### src/rtl/mem_port_arbiter_if.sv
// Bundle of the fetch, load/store and memory-port signals around mem_port_arbiter.
// master = arbiter side, slave = fetch/LSU/memory side.
interface mem_port_arbiter_if #(
    parameter int AW = 32,
    parameter int DW = 32
);
    logic            if_req_valid;
    logic            if_req_ready;
    logic [AW-1:0]   if_req_addr;
    logic            if_rsp_valid;
    logic [DW-1:0]   if_rsp_rdata;

    logic            ls_req_valid;
    logic            ls_req_ready;
    logic [AW-1:0]   ls_req_addr;
    logic            ls_req_we;
    logic [DW-1:0]   ls_req_wdata;
    logic [DW/8-1:0] ls_req_wstrb;
    logic            ls_rsp_valid;
    logic [DW-1:0]   ls_rsp_rdata;

    logic            mem_req_valid;
    logic            mem_req_ready;
    logic [AW-1:0]   mem_req_addr;
    logic            mem_req_we;
    logic [DW-1:0]   mem_req_wdata;
    logic [DW/8-1:0] mem_req_wstrb;
    logic            mem_rsp_valid;
    logic [DW-1:0]   mem_rsp_rdata;

    logic            busy;

    modport master (
        input  if_req_valid, if_req_addr,
        input  ls_req_valid, ls_req_addr, ls_req_we, ls_req_wdata, ls_req_wstrb,
        input  mem_req_ready, mem_rsp_valid, mem_rsp_rdata,
        output if_req_ready, if_rsp_valid, if_rsp_rdata,
        output ls_req_ready, ls_rsp_valid, ls_rsp_rdata,
        output mem_req_valid, mem_req_addr, mem_req_we, mem_req_wdata, mem_req_wstrb,
        output busy
    );

    modport slave (
        output if_req_valid, if_req_addr,
        output ls_req_valid, ls_req_addr, ls_req_we, ls_req_wdata, ls_req_wstrb,
        output mem_req_ready, mem_rsp_valid, mem_rsp_rdata,
        input  if_req_ready, if_rsp_valid, if_rsp_rdata,
        input  ls_req_ready, ls_rsp_valid, ls_rsp_rdata,
        input  mem_req_valid, mem_req_addr, mem_req_we, mem_req_wdata, mem_req_wstrb,
        input  busy
    );
endinterface

### src/rtl/mem_port_arbiter.sv
// Single-outstanding arbiter sharing one memory port between fetch (IF) and LSU (LS).
// Define ARB_RR_EN for round-robin tie breaking; default is fixed priority with LS winning.
module mem_port_arbiter #(
    parameter int AW = 32,
    parameter int DW = 32
) (
    input  logic                clk,
    input  logic                rst,
    mem_port_arbiter_if.master  bus
);
    localparam logic [1:0] S_IDLE = 2'd0;
    localparam logic [1:0] S_REQ  = 2'd1;
    localparam logic [1:0] S_WAIT = 2'd2;

    localparam logic OWN_IF = 1'b0;
    localparam logic OWN_LS = 1'b1;

    logic [1:0]      state;
    logic            owner;
    logic            last_grant;
    logic            grant_if;
    logic            grant_ls;
    logic            accept;

    logic [AW-1:0]   addr_q;
    logic            we_q;
    logic [DW-1:0]   wdata_q;
    logic [DW/8-1:0] wstrb_q;

    logic            if_rsp_vld_p1;
    logic            ls_rsp_vld_p1;
    logic [DW-1:0]   if_rdata_p1;
    logic [DW-1:0]   ls_rdata_p1;

    // Grants only exist in IDLE, so both readys drop as soon as a transaction starts
    always_comb begin
        grant_if = 1'b0;
        grant_ls = 1'b0;
        if (state == S_IDLE) begin
`ifdef ARB_RR_EN
            if (bus.if_req_valid && bus.ls_req_valid) begin
                grant_ls = (last_grant == OWN_IF);
                grant_if = (last_grant == OWN_LS);
            end else begin
                grant_ls = bus.ls_req_valid;
                grant_if = bus.if_req_valid;
            end
`else
            grant_ls = bus.ls_req_valid;
            grant_if = bus.if_req_valid && !bus.ls_req_valid;
`endif
        end
    end

    assign accept = grant_if || grant_ls;

    always_ff @(posedge clk or posedge rst) begin
        if (rst) begin
            state         <= S_IDLE;
            owner         <= OWN_IF;
            last_grant    <= OWN_IF;
            addr_q        <= '0;
            we_q          <= 1'b0;
            wdata_q       <= '0;
            wstrb_q       <= '0;
            if_rsp_vld_p1 <= 1'b0;
            ls_rsp_vld_p1 <= 1'b0;
            if_rdata_p1   <= '0;
            ls_rdata_p1   <= '0;
        end else begin
            if_rsp_vld_p1 <= 1'b0;
            ls_rsp_vld_p1 <= 1'b0;
            case (state)
                S_IDLE: begin
                    if (accept) begin
                        state      <= S_REQ;
                        owner      <= grant_ls ? OWN_LS : OWN_IF;
                        last_grant <= grant_ls ? OWN_LS : OWN_IF;
                        addr_q     <= grant_ls ? bus.ls_req_addr : bus.if_req_addr;
                        // Fetches are always plain reads with no write payload
                        we_q       <= grant_ls && bus.ls_req_we;
                        wdata_q    <= grant_ls ? bus.ls_req_wdata : '0;
                        wstrb_q    <= grant_ls ? bus.ls_req_wstrb : '0;
                    end
                end
                S_REQ: begin
                    if (bus.mem_req_ready) state <= S_WAIT;
                end
                S_WAIT: begin
                    // Response stage: one-cycle pulse to the owner only
                    if (bus.mem_rsp_valid) begin
                        state <= S_IDLE;
                        if (owner == OWN_LS) begin
                            ls_rsp_vld_p1 <= 1'b1;
                            ls_rdata_p1   <= bus.mem_rsp_rdata;
                        end else begin
                            if_rsp_vld_p1 <= 1'b1;
                            if_rdata_p1   <= bus.mem_rsp_rdata;
                        end
                    end
                end
                default: state <= S_IDLE;
            endcase
        end
    end

    assign bus.if_req_ready  = grant_if;
    assign bus.ls_req_ready  = grant_ls;
    assign bus.mem_req_valid = (state == S_REQ);
    assign bus.mem_req_addr  = addr_q;
    assign bus.mem_req_we    = we_q;
    assign bus.mem_req_wdata = wdata_q;
    assign bus.mem_req_wstrb = wstrb_q;
    assign bus.if_rsp_valid  = if_rsp_vld_p1;
    assign bus.if_rsp_rdata  = if_rdata_p1;
    assign bus.ls_rsp_valid  = ls_rsp_vld_p1;
    assign bus.ls_rsp_rdata  = ls_rdata_p1;
    assign bus.busy          = (state != S_IDLE);
endmodule

### src/flat_wrapper.sv
// flat-port wrapper written by rule: the top's interface ports become plain ports
module mem_port_arbiter_flat 
#(
    parameter int AW = 32,
    parameter int DW = 32
)
  (clk, rst, bus_if_req_valid, bus_if_req_addr, bus_ls_req_valid, bus_ls_req_addr, bus_ls_req_we, bus_ls_req_wdata, bus_ls_req_wstrb, bus_mem_req_ready, bus_mem_rsp_valid, bus_mem_rsp_rdata, bus_if_req_ready, bus_if_rsp_valid, bus_if_rsp_rdata, bus_ls_req_ready, bus_ls_rsp_valid, bus_ls_rsp_rdata, bus_mem_req_valid, bus_mem_req_addr, bus_mem_req_we, bus_mem_req_wdata, bus_mem_req_wstrb, bus_busy);
  mem_port_arbiter_if #(.AW(AW), .DW(DW)) bus_i ();
  input  logic clk;
  input  logic rst;
  input wire logic [$bits(bus_i.if_req_valid)-1:0] bus_if_req_valid;
  input wire logic [$bits(bus_i.if_req_addr)-1:0] bus_if_req_addr;
  input wire logic [$bits(bus_i.ls_req_valid)-1:0] bus_ls_req_valid;
  input wire logic [$bits(bus_i.ls_req_addr)-1:0] bus_ls_req_addr;
  input wire logic [$bits(bus_i.ls_req_we)-1:0] bus_ls_req_we;
  input wire logic [$bits(bus_i.ls_req_wdata)-1:0] bus_ls_req_wdata;
  input wire logic [$bits(bus_i.ls_req_wstrb)-1:0] bus_ls_req_wstrb;
  input wire logic [$bits(bus_i.mem_req_ready)-1:0] bus_mem_req_ready;
  input wire logic [$bits(bus_i.mem_rsp_valid)-1:0] bus_mem_rsp_valid;
  input wire logic [$bits(bus_i.mem_rsp_rdata)-1:0] bus_mem_rsp_rdata;
  output wire logic [$bits(bus_i.if_req_ready)-1:0] bus_if_req_ready;
  output wire logic [$bits(bus_i.if_rsp_valid)-1:0] bus_if_rsp_valid;
  output wire logic [$bits(bus_i.if_rsp_rdata)-1:0] bus_if_rsp_rdata;
  output wire logic [$bits(bus_i.ls_req_ready)-1:0] bus_ls_req_ready;
  output wire logic [$bits(bus_i.ls_rsp_valid)-1:0] bus_ls_rsp_valid;
  output wire logic [$bits(bus_i.ls_rsp_rdata)-1:0] bus_ls_rsp_rdata;
  output wire logic [$bits(bus_i.mem_req_valid)-1:0] bus_mem_req_valid;
  output wire logic [$bits(bus_i.mem_req_addr)-1:0] bus_mem_req_addr;
  output wire logic [$bits(bus_i.mem_req_we)-1:0] bus_mem_req_we;
  output wire logic [$bits(bus_i.mem_req_wdata)-1:0] bus_mem_req_wdata;
  output wire logic [$bits(bus_i.mem_req_wstrb)-1:0] bus_mem_req_wstrb;
  output wire logic [$bits(bus_i.busy)-1:0] bus_busy;
  assign bus_i.if_req_valid = bus_if_req_valid;
  assign bus_i.if_req_addr = bus_if_req_addr;
  assign bus_i.ls_req_valid = bus_ls_req_valid;
  assign bus_i.ls_req_addr = bus_ls_req_addr;
  assign bus_i.ls_req_we = bus_ls_req_we;
  assign bus_i.ls_req_wdata = bus_ls_req_wdata;
  assign bus_i.ls_req_wstrb = bus_ls_req_wstrb;
  assign bus_i.mem_req_ready = bus_mem_req_ready;
  assign bus_i.mem_rsp_valid = bus_mem_rsp_valid;
  assign bus_i.mem_rsp_rdata = bus_mem_rsp_rdata;
  assign bus_if_req_ready = bus_i.if_req_ready;
  assign bus_if_rsp_valid = bus_i.if_rsp_valid;
  assign bus_if_rsp_rdata = bus_i.if_rsp_rdata;
  assign bus_ls_req_ready = bus_i.ls_req_ready;
  assign bus_ls_rsp_valid = bus_i.ls_rsp_valid;
  assign bus_ls_rsp_rdata = bus_i.ls_rsp_rdata;
  assign bus_mem_req_valid = bus_i.mem_req_valid;
  assign bus_mem_req_addr = bus_i.mem_req_addr;
  assign bus_mem_req_we = bus_i.mem_req_we;
  assign bus_mem_req_wdata = bus_i.mem_req_wdata;
  assign bus_mem_req_wstrb = bus_i.mem_req_wstrb;
  assign bus_busy = bus_i.busy;
  mem_port_arbiter #(.AW(AW), .DW(DW)) u_core (.clk(clk), .rst(rst), .bus(bus_i));
endmodule
### config.mk
export PLATFORM = sky130hd
export DESIGN_NAME = mem_port_arbiter_flat
export DESIGN_NICKNAME = d
export VERILOG_FILES = /design/src/rtl/mem_port_arbiter_if.sv /design/src/rtl/mem_port_arbiter.sv /design/src/flat_wrapper.sv
export SDC_FILE = /design/constraint.sdc
export NUM_CORES = 1
export LEC_CHECK = 0
export ABC_AREA = 1
export BUFFER_PORTS_ARGS = -buffer_cell sky130_fd_sc_hd__buf_2
export CAP_MARGIN = 40
export CORE_MARGIN = 2
export CORE_UTILIZATION = 50
export DETAILED_ROUTE_END_ITERATION = 7
export PLACE_DENSITY = 0.85
export SYNTH_ARGS = -nofsm -noshare
export SYNTH_HDL_FRONTEND = slang
export SYNTH_SLANG_ARGS = --single-unit
### constraint.sdc
create_clock -name clk -period 7.15 [get_ports clk]
set_clock_uncertainty 0.1 [all_clocks]
set_input_delay 0.715 -clock clk [delete_from_list [all_inputs] [get_ports clk]]
set_output_delay 0.715 -clock clk [all_outputs]
set_load 0.05 [all_outputs]
## After elaboration in Yosys (flattened, before gate mapping)

Cells that the tools add are included.

- Register bits after elaboration: 138
- Logic and storage cells: 42

- Equality and inequality tests: 5
- Multiplexer cells: 16
- Bitwise logic cells: 1
- Reduce and logical (&&, ||, !) cells: 10

Operators by type and width:

| cell | count |
|---|---|
| $mux W32 | 2 |
| $mux W1 | 9 |
| $reduce_and A3 Y1 | 3 |
| $mux W2 | 3 |
| $pmux W2 S3 | 1 |
| $mux W4 | 1 |
| $ne A2 B2 Y1 const B | 2 |
| $eq A2 B1 Y1 const B | 1 |
| $eq A2 B2 Y1 const B | 1 |
| $logic_and A1 B1 Y1 | 2 |
| $logic_not A2 Y1 | 1 |
| $ne A2 B1 Y1 const B | 1 |
| $reduce_and A2 Y1 | 1 |
| $reduce_bool A2 Y1 | 1 |
| $logic_not A1 Y1 | 1 |
| $logic_or A1 B1 Y1 | 1 |
| $not A1 Y1 | 1 |

## Depth between registers and ports, before layout

Gate-level depths: netlist of run 1.

- Word-level depth: 6
- Depth in mapped cells: 7

## Least setup slack after synthesis of run 1

Ideal clock, no wire load.

- Path type: input port to output port
- Start: in bus_ls_req_valid
- End: out bus_if_req_ready
- Data arrival time: 2.177 ns
- Data required time: 6.335 ns
- Setup slack: 4.158 ns
- Stages on the path: 3
- Buffers on the path: 2
- Cells stage by stage: buf_2 > clkbuf_1 > nor3_1

- Longest elaborated chain between the ends: 3

Ends and longest elaborated chain:

| element | RTL line | RTL |
|---|---|---|
| from (decl) | flat_wrapper.sv:13 | `input wire logic [$bits(bus_i.ls_req_valid)-1:0] bus_ls_req_valid;` |
| $logic_not A1 Y1 | mem_port_arbiter.sv:50 | `grant_if = bus.if_req_valid && !bus.ls_req_valid;` |
| $logic_and A1 B1 Y1 | mem_port_arbiter.sv:50 |  |
| $mux W1 | mem_port_arbiter.sv:39 | `if (state == S_IDLE) begin` |
| to (decl) | flat_wrapper.sv:21 | `output wire logic [$bits(bus_i.if_req_ready)-1:0] bus_if_req_ready;` |

Every way passes these cells.

## Final worst setup path of run 1

- Start: reg u_core.state[1]
- End: out bus_ls_req_ready

- Longest elaborated chain between the ends: 2

Ends and longest elaborated chain:

| element | RTL line | RTL |
|---|---|---|
| from (decl) | mem_port_arbiter.sv:18 | `logic [1:0] state;` |
| from (signal assigned) | mem_port_arbiter.sv:59 | `state <= S_IDLE;` |
| from (signal assigned) | mem_port_arbiter.sv:76 | `state <= S_REQ;` |
| from (signal assigned) | mem_port_arbiter.sv:87 | `if (bus.mem_req_ready) state <= S_WAIT;` |
| $logic_not A2 Y1 | mem_port_arbiter.sv:39 |  |
| $mux W1 | mem_port_arbiter.sv:39 |  |
| to (decl) | flat_wrapper.sv:24 | `output wire logic [$bits(bus_i.ls_req_ready)-1:0] bus_ls_req_ready;` |

Every way passes these cells.

==> results of run 1 <==
synth_stat cells:
master / number / area (sq um)
o21ai_0: 8 / 40.0
nor2_1: 2 / 7.51
o31ai_1: 1 / 7.51
o21ai_1: 57 / 285
inv_1: 74 / 278
clkbuf_1: 8 / 30.0
o21ai_2: 1 / 8.76
inv_2: 2 / 7.51
nor3_1: 1 / 5.00
buf_4: 5 / 37.5
nand2_2: 1 / 6.26
dfrtp_1: 138 / 3450
nor2_4: 1 / 11.3
nand3_1: 36 / 180
buf_2: 15 / 75.1
buf_6: 10 / 113
nand2_1: 272 / 1020
nand3b_1: 32 / 240
nand4_1: 1 / 6.26
power breakdown:
group	internal [uW]	switching, uW
Combinational	511	1950
Sequential	1150	194
Clock	531	349
cell type report:
class,count,area (sq um),share of cell area (%)
flip-flops and latches,138,3450,44.2
multi-input cells,413,1840,23.5
repair buffers,282,1440,18.5
clock buffers,18,439,5.63
inverters,76,290,3.72
well taps,143,179,2.29
clock inverters,14,163,2.08
layer usage:
metal | share of wire (%) | wire length, um | vias to the layer above | GRT usage (%)
li1 | - | - | 2577 | -
met4 | 3.0 | 473 | 0 | 9.79
met5 | 0 | 0 | - | 0
met3 | 8.0 | 1240 | 34 | 7.02
met2 | 49 | 7630 | 249 | 42.4
met1 | 40 | 6160 | 2405 | 30.9
stage by stage:
step	power (uW)	cells	cell area, sq um	hold slack, ps	setup WS [ps]
2_1_floorplan	3240	665	5810	429	2640
3_3_place_gp	3770	1051	7180	358	3510
3_5_place_dp	3830	1052	7200	360	3510
4_1_cts	4720	1084	7800	293	3120
5_1_grt	4940	1084	7800	308	2910
6_report	4680	1084	7800	275	3140
critical path: cells and delay by family (launching register included):
family | cells | cell delay, ps
buffers and inverters | 2 | 1050
AND/OR/NAND/NOR | 2 | 1280
flip-flops | 1 | 440
kinds of logic (layout without fill, tap and decap cells):
logic type	Yosys count	in the layout	synth area share, %
and+or+nand+nor	346	346	25.4
buffers and inverters	114	390	9.30
DFF	138	138	59.4
AOI/OAI and AO/OA	67	67	5.88
registers in the layout, summed over array words and instances, names as in the netlist, 2 cells and up:
| name | flops |
|---|---|
| u_core.bus.if_rsp_rdata | 32 |
| u_core.bus.ls_rsp_rdata | 32 |
| u_core.bus.mem_req_addr | 32 |
| u_core.bus.mem_req_wdata | 32 |
| u_core.bus.mem_req_wstrb | 4 |
| u_core.state | 2 |
final timing paths:
check,start,to,slack (ps),cells past startpoint
worst max-delay path,u_core.state[1]$_DFFE_PP0P_,bus_ls_req_ready,3140,4
worst min-delay path,rst,u_core.bus.if_rsp_rdata[5]$_DFFE_PP0P_,270,2
worst max register to register,u_core.state[1]$_DFFE_PP0P_,u_core.bus.mem_req_wdata[25]$_DFFE_PP0P_,4360,5
worst min register to register,u_core.bus.mem_req_addr[8]$_DFFE_PP0P_,u_core.bus.mem_req_addr[8]$_DFFE_PP0P_,370,2
max in group asynchronous,rst,u_core.bus.mem_req_wdata[7]$_DFFE_PP0P_,5610,4
min in group clk,u_core.bus.mem_req_addr[8]$_DFFE_PP0P_,u_core.bus.mem_req_addr[8]$_DFFE_PP0P_,370,2
==> results.sh, run 1 <==
export IMPL_syn_inst=665
export IMPL_core_rowCount=39
export IMPL_numCtsBuffers=17
export IMPL_final_common_cell="buf_2"
export IMPL_critPathLaunchType="flip-flop"
export IMPL_power_leakage_uw=0.00466
export IMPL_drv_slew=0
export IMPL_core_area_sq_um=11400
export IMPL_grt_pass1_wl_um=25000
export IMPL_via_per_inst=4.86
export IMPL_syn_nets=804
export IMPL_ys_types=19
export IMPL_drive_above_1_share_pct=34.2
export IMPL_end_kind="output port"
export IMPL_relSlewSlack_pct=45.0
export IMPL_fin_setup_tns_ps=0
export IMPL_final_cell_mix="277 x buf_2, 272 x nand2_1, 138 x dfrtp_1"
export IMPL_cpMaxStageDelayCell="nor2_4"
export IMPL_rsz0062_at_grt="no"
export IMPL_drc_errors=0
export IMPL_nNetsFinal=1067
export IMPL_drtAntennaViolNets=0
export IMPL_slowest_delay_ps=670
export IMPL_grt_pass1_vias=5068
export IMPL_ctsRootBufferMaster="clkbuf_16"
export IMPL_hold_viol_final=0
export IMPL_cp_max_fo=38
export IMPL_cp_cell_sequence="nor2_4 > nand2_2 > inv_2 > buf_2"
export IMPL_cts_max_path_buffers=2
export IMPL_cts_tree="done"
export IMPL_die_x_um=112
export IMPL_htree_levels=4
export IMPL_clkTransAtPathRegs_ps=60
export IMPL_fmax_mhz=249
export IMPL_gp_routability_congestion=0.852
export IMPL_port_buffers=277
export IMPL_clkLatencyLatePin_ps=400
export IMPL_utilization_pct=68.6
export IMPL_cts_resized=0
export IMPL_crit_required_ps=6340
export IMPL_p_per_area_nw_per_um2=600
export IMPL_yosysWarnings=0
export IMPL_min_period_over_period_pct=56.1
export IMPL_io_pins=278
export IMPL_initial_utilization_pct=51.1
export IMPL_yosysSeqAreaShare_pct=59.4
export IMPL_dpl_hpwl_um=11000
export IMPL_wl_um=15500
export IMPL_grt_max_degree=71
export IMPL_cap_viol_max_count=0
export IMPL_setup_viol=0
export IMPL_die_area_sq_um=12500
export IMPL_min_period_ps=4010
export IMPL_ir_worst_vdd_mv=0.400
export IMPL_status="finished clean"
export IMPL_diodes=0
export IMPL_antenna_found_initial=0
export IMPL_syn_area_sq_um=5810
export IMPL_first_pass_iters=5
export IMPL_cts_sinks=138
export IMPL_ys_ff_latch=138
export IMPL_grt_overflow=0
export IMPL_postSynthAreaPerCell_sq_um=8.74
export IMPL_area_growth_synth_to_final_pct=34.3
export IMPL_drt_iter0_drc=469
export IMPL_gr_usage_all_layers_pct=25.2
export IMPL_tightestPinTransition_ps=823
export IMPL_crit_arrival_ps=3200
export IMPL_fillCellCount=901
export IMPL_ctsHoldBuffers=0
export IMPL_vias=5265
export IMPL_critical_path_class="flip-flop to output port"
export IMPL_die_h_um=112
export IMPL_avgRoutedWirePerCell_um=14.3
export IMPL_hold_path_class="input port to asynchronous set/reset pin"
export IMPL_post_cts_buffers=0
Power figures use the tool's default switching activity.
==> inputs of run 2 (changes only) <==
--- a/config.mk
+++ b/config.mk
@@ -9,9 +9,9 @@
 export BUFFER_PORTS_ARGS = -buffer_cell sky130_fd_sc_hd__buf_2
 export CAP_MARGIN = 40
 export CORE_MARGIN = 2
-export CORE_UTILIZATION = 50
+export CORE_UTILIZATION = 46
 export DETAILED_ROUTE_END_ITERATION = 7
-export PLACE_DENSITY = 0.85
+export PLACE_DENSITY = 0.8
 export SYNTH_ARGS = -nofsm -noshare
 export SYNTH_HDL_FRONTEND = slang
 export SYNTH_SLANG_ARGS = --single-unit
==> constraint.sdc (replaced) <==
create_clock -name clk -period 4.19 [get_ports clk]
set_clock_uncertainty 0.1 [all_clocks]
set_input_delay 0.419 -clock clk [delete_from_list [all_inputs] [get_ports clk]]
set_output_delay 0.419 -clock clk [all_outputs]
set_load 0.05 [all_outputs]
==> run 2 against run 1 <==
- die area grew 8.4%
- power is 70% higher
- sequential cell count unchanged
- final area increased by 0.38%
- clock power increased by 65%
- register-to-register slack got worse by 2400 ps
- first-iteration DRC count decreased by 16%
- critical path type unchanged
- largest cell class unchanged
==> results.sh, run 2 (same netlist as run 1, synthesis figures left out) <==
export IMPL_power_leakage_uw=0.00466
export IMPL_via_per_inst=4.75
export IMPL_utilization_pct=62.9
export IMPL_rsz0062_at_grt="no"
export IMPL_final_cell_mix="277 x buf_2, 272 x nand2_1, 138 x dfrtp_1"
export IMPL_cts_max_path_buffers=2
export IMPL_hp_start="bus_ls_req_wdata[25]"
export IMPL_critPathLaunchType="flip-flop"
export IMPL_tightestPinTransition_ps=807
export IMPL_core_area_sq_um=12500
export IMPL_grt_pass1_wl_um=23500
export IMPL_core_rowCount=41
export IMPL_min_period_over_period_pct=60.6
export IMPL_seq_area_sq_um=3450
export IMPL_initial_utilization_pct=46.6
export IMPL_die_h_um=116
export IMPL_multi_input_area_sq_um=1840
export IMPL_grt_max_degree=68
export IMPL_numCtsBuffers=17
export IMPL_min_period_ps=2540
export IMPL_clkLatencyLatePin_ps=410
export IMPL_fmax_mhz=394
export IMPL_htree_levels=4
export IMPL_grt_overflow=0
export IMPL_status="finished clean"
export IMPL_die_x_um=116
export IMPL_worstSetupStartpoint="u_core.state[1]$_DFFE_PP0P_"
export IMPL_cap_viol_max_count=0
export IMPL_dpl_hpwl_um=11000
export IMPL_die_area_sq_um=13600
export IMPL_drv_slew=0
export IMPL_drive_above_1_share_pct=34.2
export IMPL_io_pins=278
export IMPL_avgRoutedWirePerCell_um=13.7
export IMPL_diodes=0
export IMPL_p_per_area_nw_per_um2=1020
export IMPL_port_buffers=277
export IMPL_final_common_cell="buf_2"
export IMPL_cts_tree="done"
export IMPL_setup_viol=0
export IMPL_ir_worst_vdd_mv=0.521
export IMPL_finalPower_uw=7950
export IMPL_end_kind="output port"
export IMPL_relSlewSlack_pct=46.0
export IMPL_gr_usage_all_layers_pct=22.4
export IMPL_wl_um=15300
export IMPL_clkTransAtPathRegs_ps=60
export IMPL_hold_viol_final=0
export IMPL_antenna_found_initial=1
export IMPL_grt_pass1_vias=4707
export IMPL_drtAntennaViolNets=0
export IMPL_drt_iter0_drc=392
export IMPL_crit_arrival_ps=2020
export IMPL_hold_path_class="input port to flip-flop"
export IMPL_first_pass_iters=6
export IMPL_fin_setup_tns_ps=0
export IMPL_drc_errors=0
export IMPL_vias=5297
export IMPL_cts_resized=0
export IMPL_nNetsFinal=1070
export IMPL_gp_routability_congestion=0.782
export IMPL_cp_max_fo=38
export IMPL_ctsRootBufferMaster="clkbuf_16"
export IMPL_critical_path_class="flip-flop to output port"
export IMPL_fillCellCount=1094
export IMPL_cts_sinks=138
export IMPL_crit_required_ps=3670
export IMPL_area_growth_synth_to_final_pct=34.8
export IMPL_r2r_start="u_core.state[1]$_DFFE_PP0P_"
## run 2: cell types whose count changed in the layout (fill, tap and decap cells not counted), sizes merged
cell,change
inv,-4
dlygate4sd3,+1
buf,+2
clkbuf,+2
clkinvlp,+2
## run 2: final cells by class
class	instances	share of cell area, %
clock buffer	20	5.83
clock inverter	12	1.57
inverter	76	3.69
multi-input combinational	413	23.4
sequential	138	44.1
tap	172	2.75
timing repair buffer	285	18.7
## run 2: stage by stage
step | worst slack [ps] | hold WS, ps | std cells | area [sq um]
finish | 1650 | 96.9 | 1116 | 7840
global route | 1500 | 93.7 | 1116 | 7840
CTS | 1640 | 77.9 | 1116 | 7840
detailed placement | 1690 | 359 | 1083 | 7250
global placement | 1730 | 358 | 1083 | 7250
floorplan | 1500 | 415 | 665 | 5820
## run 2: layer usage
layer  track usage, %  vias up  wire, um  part of all wire [%]
met2             36.2      247      7320                    48
met3             7.73       25      1480                   9.7
met5                0        -        13                 0.085
met1             28.3     2435      6190                    41
met4             7.70        2       259                   1.7
li1                 -     2588         -                     -
## run 2: path summary, 6_finish.rpt
| kind | depth (start not counted) | slack [ps] | to |
|---|---|---|---|
| worst min-delay path | 3 | 100 | u_core.bus.mem_req_wdata[25]$_DFFE_PP0P_ |
| worst max register to register | 6 | 1920 | u_core.bus.mem_req_addr[8]$_DFFE_PP0P_ |
| min in group asynchronous | 3 | 500 | u_core.bus.mem_req_addr[16]$_DFFE_PP0P_ |
| worst min register to register | 2 | 370 | u_core.bus.mem_req_wdata[5]$_DFFE_PP0P_ |
| max in group asynchronous | 4 | 2510 | u_core.owner$_DFFE_PP0P_ |
| worst max-delay path | 4 | 1650 | bus_ls_req_ready |
## run 2: power by group
| part | switching, uW | internal (uW) | total, uW |
|---|---|---|---|
| Clock | 545 | 902 | 1450 |
| Combinational | 3320 | 882 | 4200 |
| Sequential | 343 | 1960 | 2300 |
| Total | 4210 | 3750 | 7950 |
## run 2: repair_timing
item	in CTS	in global routing
hold buffers	1	0
endpoints found under the hold margin	22	0
setup buffers	0	0
## run 2: critical path: stages (launching register included)
cell and delay (ps):
dfrtp_1 450, nor2_4 200, nand2_2 80, inv_2 490, buf_2 380
==> inputs of run 3 (changes only) <==
--- a/config.mk
+++ b/config.mk
@@ -5,13 +5,13 @@
 export SDC_FILE = /design/constraint.sdc
 export NUM_CORES = 1
 export LEC_CHECK = 0
-export ABC_AREA = 1
+export ABC_AREA = 0
 export BUFFER_PORTS_ARGS = -buffer_cell sky130_fd_sc_hd__buf_2
 export CAP_MARGIN = 40
 export CORE_MARGIN = 2
-export CORE_UTILIZATION = 46
+export CORE_UTILIZATION = 41
 export DETAILED_ROUTE_END_ITERATION = 7
-export PLACE_DENSITY = 0.8
+export PLACE_DENSITY = 0.76
 export SYNTH_ARGS = -nofsm -noshare
 export SYNTH_HDL_FRONTEND = slang
 export SYNTH_SLANG_ARGS = --single-unit
==> constraint.sdc (replaced) <==
create_clock -name clk -period 2.14 [get_ports clk]
set_clock_uncertainty 0.1 [all_clocks]
set_input_delay 0.214 -clock clk [delete_from_list [all_inputs] [get_ports clk]]
set_output_delay 0.214 -clock clk [all_outputs]
set_load 0.05 [all_outputs]
==> run 3 against run 2 <==
- clock power grew 93%
- wire length down 5.0%
- combinational power is 94% higher
- global-route usage decreased by 1.7 points
- non-clock buffer count up 76
- worst hold slack worse by 31 ps
- final area grew 7.1%
- first-iteration DRC count is 47% lower
- critical path type unchanged
- largest cell class unchanged
- largest power group unchanged
==> results.sh, run 3 <==
export IMPL_status="finished clean"
export IMPL_fmax_mhz=519
export IMPL_ir_worst_vdd_mv=1.20
export IMPL_grt_overflow=0
export IMPL_cap_viol_max_count=0
export IMPL_ys_async_sr_fraction_pct=100
export IMPL_core_area_sq_um=13100
export IMPL_final_cell_mix="277 x buf_2, 138 x dfrtp_1, 128 x mux2_2"
export IMPL_fin_setup_tns_ps=0
export IMPL_synth_most_common_cell="dfrtp_1"
export IMPL_drtAntennaViolNets=0
export IMPL_die_x_um=119
export IMPL_seq_area_sq_um=3450
export IMPL_critPathLaunchType="flip-flop"
export IMPL_finalPower_uw=15500
export IMPL_drt_iter0_drc=207
export IMPL_wl_um=14500
export IMPL_hold_path_class="input port to flip-flop"
export IMPL_syn_inst=341
export IMPL_avgRoutedWirePerCell_um=16.3
export IMPL_fillCellCount=967
export IMPL_dpl_hpwl_um=9880
export IMPL_power_leakage_uw=0.00425
export IMPL_syn_area_sq_um=5450
export IMPL_p_per_area_nw_per_um2=1840
export IMPL_min_period_ps=1930
export IMPL_vias=4240
export IMPL_cts_sinks=138
export IMPL_netlist_top_cells_area="dfrtp_1 63%, mux2_2 26%, a22o_1 6.1%"
export IMPL_place_inst=786
export IMPL_die_h_um=119
export IMPL_yosysWarnings=0
export IMPL_cts_max_path_buffers=2
export IMPL_first_pass_iters=4
export IMPL_initial_utilization_pct=41.6
export IMPL_port_buffers=277
export IMPL_synth_common_cells="138 x dfrtp_1, 128 x mux2_2, 38 x a22o_1, 13 x buf_2, 5 x inv_1"
export IMPL_hold_viol_final=0
export IMPL_synth_top_cell_area_share_pct=63.4
export IMPL_grt_pass1_wl_um=22800
export IMPL_synth_enable_flop_cells=0
export IMPL_core_rowCount=42
export IMPL_drive_above_1_share_pct=63.8
export IMPL_drv_slew=0
export IMPL_postSynthAreaPerCell_sq_um=16.0
export IMPL_nNetsFinal=839
export IMPL_numCtsBuffers=17
export IMPL_yosysSeqAreaShare_pct=63.4
export IMPL_final_common_cell="buf_2"
export IMPL_min_period_over_period_pct=90.0
export IMPL_gr_usage_all_layers_pct=20.7
export IMPL_relSlewSlack_pct=52.1
export IMPL_multi_input_area_sq_um=1860
export IMPL_critical_path_class="flip-flop to output port"
export IMPL_rsz0062_at_grt="no"
export IMPL_crit_required_ps=1830
export IMPL_dominantRegCellSynth="dfrtp_1"
export IMPL_htree_levels=4
export IMPL_setup_viol=0
export IMPL_die_area_sq_um=14200
export IMPL_antenna_found_initial=0
export IMPL_grt_max_degree=51
export IMPL_ys_ff_latch=138
export IMPL_clkTransAtPathRegs_ps=60
export IMPL_ys_types=18
export IMPL_fin_cells=889
export IMPL_end_kind="output port"
export IMPL_tightestPinTransition_ps=716
export IMPL_cts_tree="done"
export IMPL_gp_routability_congestion=0.774
export IMPL_clkLatencyLatePin_ps=410
export IMPL_syn_nets=480
export IMPL_ctsRootBufferMaster="clkbuf_16"
export IMPL_cp_max_fo=4
export IMPL_synth_top_area_cell="dfrtp_1"
export IMPL_drc_errors=0
export IMPL_via_per_inst=4.77
export IMPL_diodes=0
export IMPL_crit_arrival_ps=1610
export IMPL_grt_pass1_vias=4508
export IMPL_area_growth_synth_to_final_pct=54.2
export IMPL_io_pins=278
run 3: cell types whose count changed after synthesis, sizes merged, moves of 4 or more:
cell    before  now
nand3b      32    0
nand2      273    1
o21ai       66    2
buf         30   17
clkbuf       8    4
a22o         0   38
mux2         0  128
inv         76    5
nand3       36    1
run 3: area by class of cell:
| class | instances | share of cell area (%) |
|---|---|---|
| clock buffer | 20 | 5.56 |
| clock inverter | 12 | 1.34 |
| inverter | 5 | 0.268 |
| multi-input combinational | 177 | 22.2 |
| sequential | 138 | 41.1 |
| tap | 176 | 2.62 |
| timing repair buffer | 361 | 26.9 |
run 3: cell families after synthesis:
| family | after synthesis | share of synthesized area, % |
|---|---|---|
| AND/OR/NAND/NOR | 8 | 1.03 |
| flip-flops | 138 | 63.4 |
| multiplexers | 128 | 26.5 |
| AO/OA/AOI/OAI | 41 | 6.50 |
| buffers and inverters | 26 | 2.57 |
run 3: timing repair:
item,in CTS,in global routing
endpoints found under the setup margin,1,0
resized for setup,1,0
hold buffers,71,0
hold endpoints to repair,119,0
setup buffers,0,0
run 3: critical path, cell delays in order (launching register included):
cell     delay, ps
dfrtp_1        410
nor2_2         260
nand2_1        160
nor2_1         100
buf_2          260
run 3: worst paths after layout:
path / start / endpoint / slack [ps] / cells past startpoint
setup / recovery: u_core.state[0]$_DFFE_PP0P_ / bus_if_req_ready / 210 / 4
hold / removal: bus_if_req_addr[18] / u_core.bus.mem_req_addr[18]$_DFFE_PP0P_ / 70 / 3
setup reg to reg: u_core.state[0]$_DFFE_PP0P_ / u_core.bus.mem_req_addr[26]$_DFFE_PP0P_ / 400 / 4
hold reg to reg: u_core.bus.ls_rsp_rdata[18]$_DFFE_PP0P_ / u_core.bus.ls_rsp_rdata[18]$_DFFE_PP0P_ / 400 / 1
max in group asynchronous: rst / u_core.bus.if_rsp_rdata[15]$_DFFE_PP0P_ / 1020 / 4
min in group asynchronous: rst / u_core.bus.mem_req_addr[3]$_DFFE_PP0P_ / 320 / 3
run 3: through the flow:
stage	util [%]	setup WS (ps)	hold WS (ps)	instance area (sq um)
floorplan	-	105	222	5450
global placement	54.3	258	208	7100
detailed placement	54.3	155	220	7100
CTS	64.2	136	46.9	8390
global route	64.2	82.7	48.4	8390
finish	64.2	214	65.5	8390
run 3: routing by layer:
| metal | vias to the layer above | routed length (um) | part of all wire [%] | GRT usage, % |
|---|---|---|---|---|
| met4 | 0 | 384 | 2.6 | 8.63 |
| met3 | 28 | 916 | 6.3 | 6.27 |
| met2 | 189 | 7680 | 53 | 37.1 |
| li1 | 1963 | - | - | - |
| met5 | - | 0 | 0 | 0 |
| met1 | 2060 | 5520 | 38 | 22.8 |
run 3: where the power goes:
part | switching (uW) | internal [uW] | leakage (uW)
clock network | 1110 | 1700 | 0.000283
logic | 5870 | 2280 | 0.00227
registers | 654 | 3840 | 0.00170
total | 7630 | 7820 | 0.00425
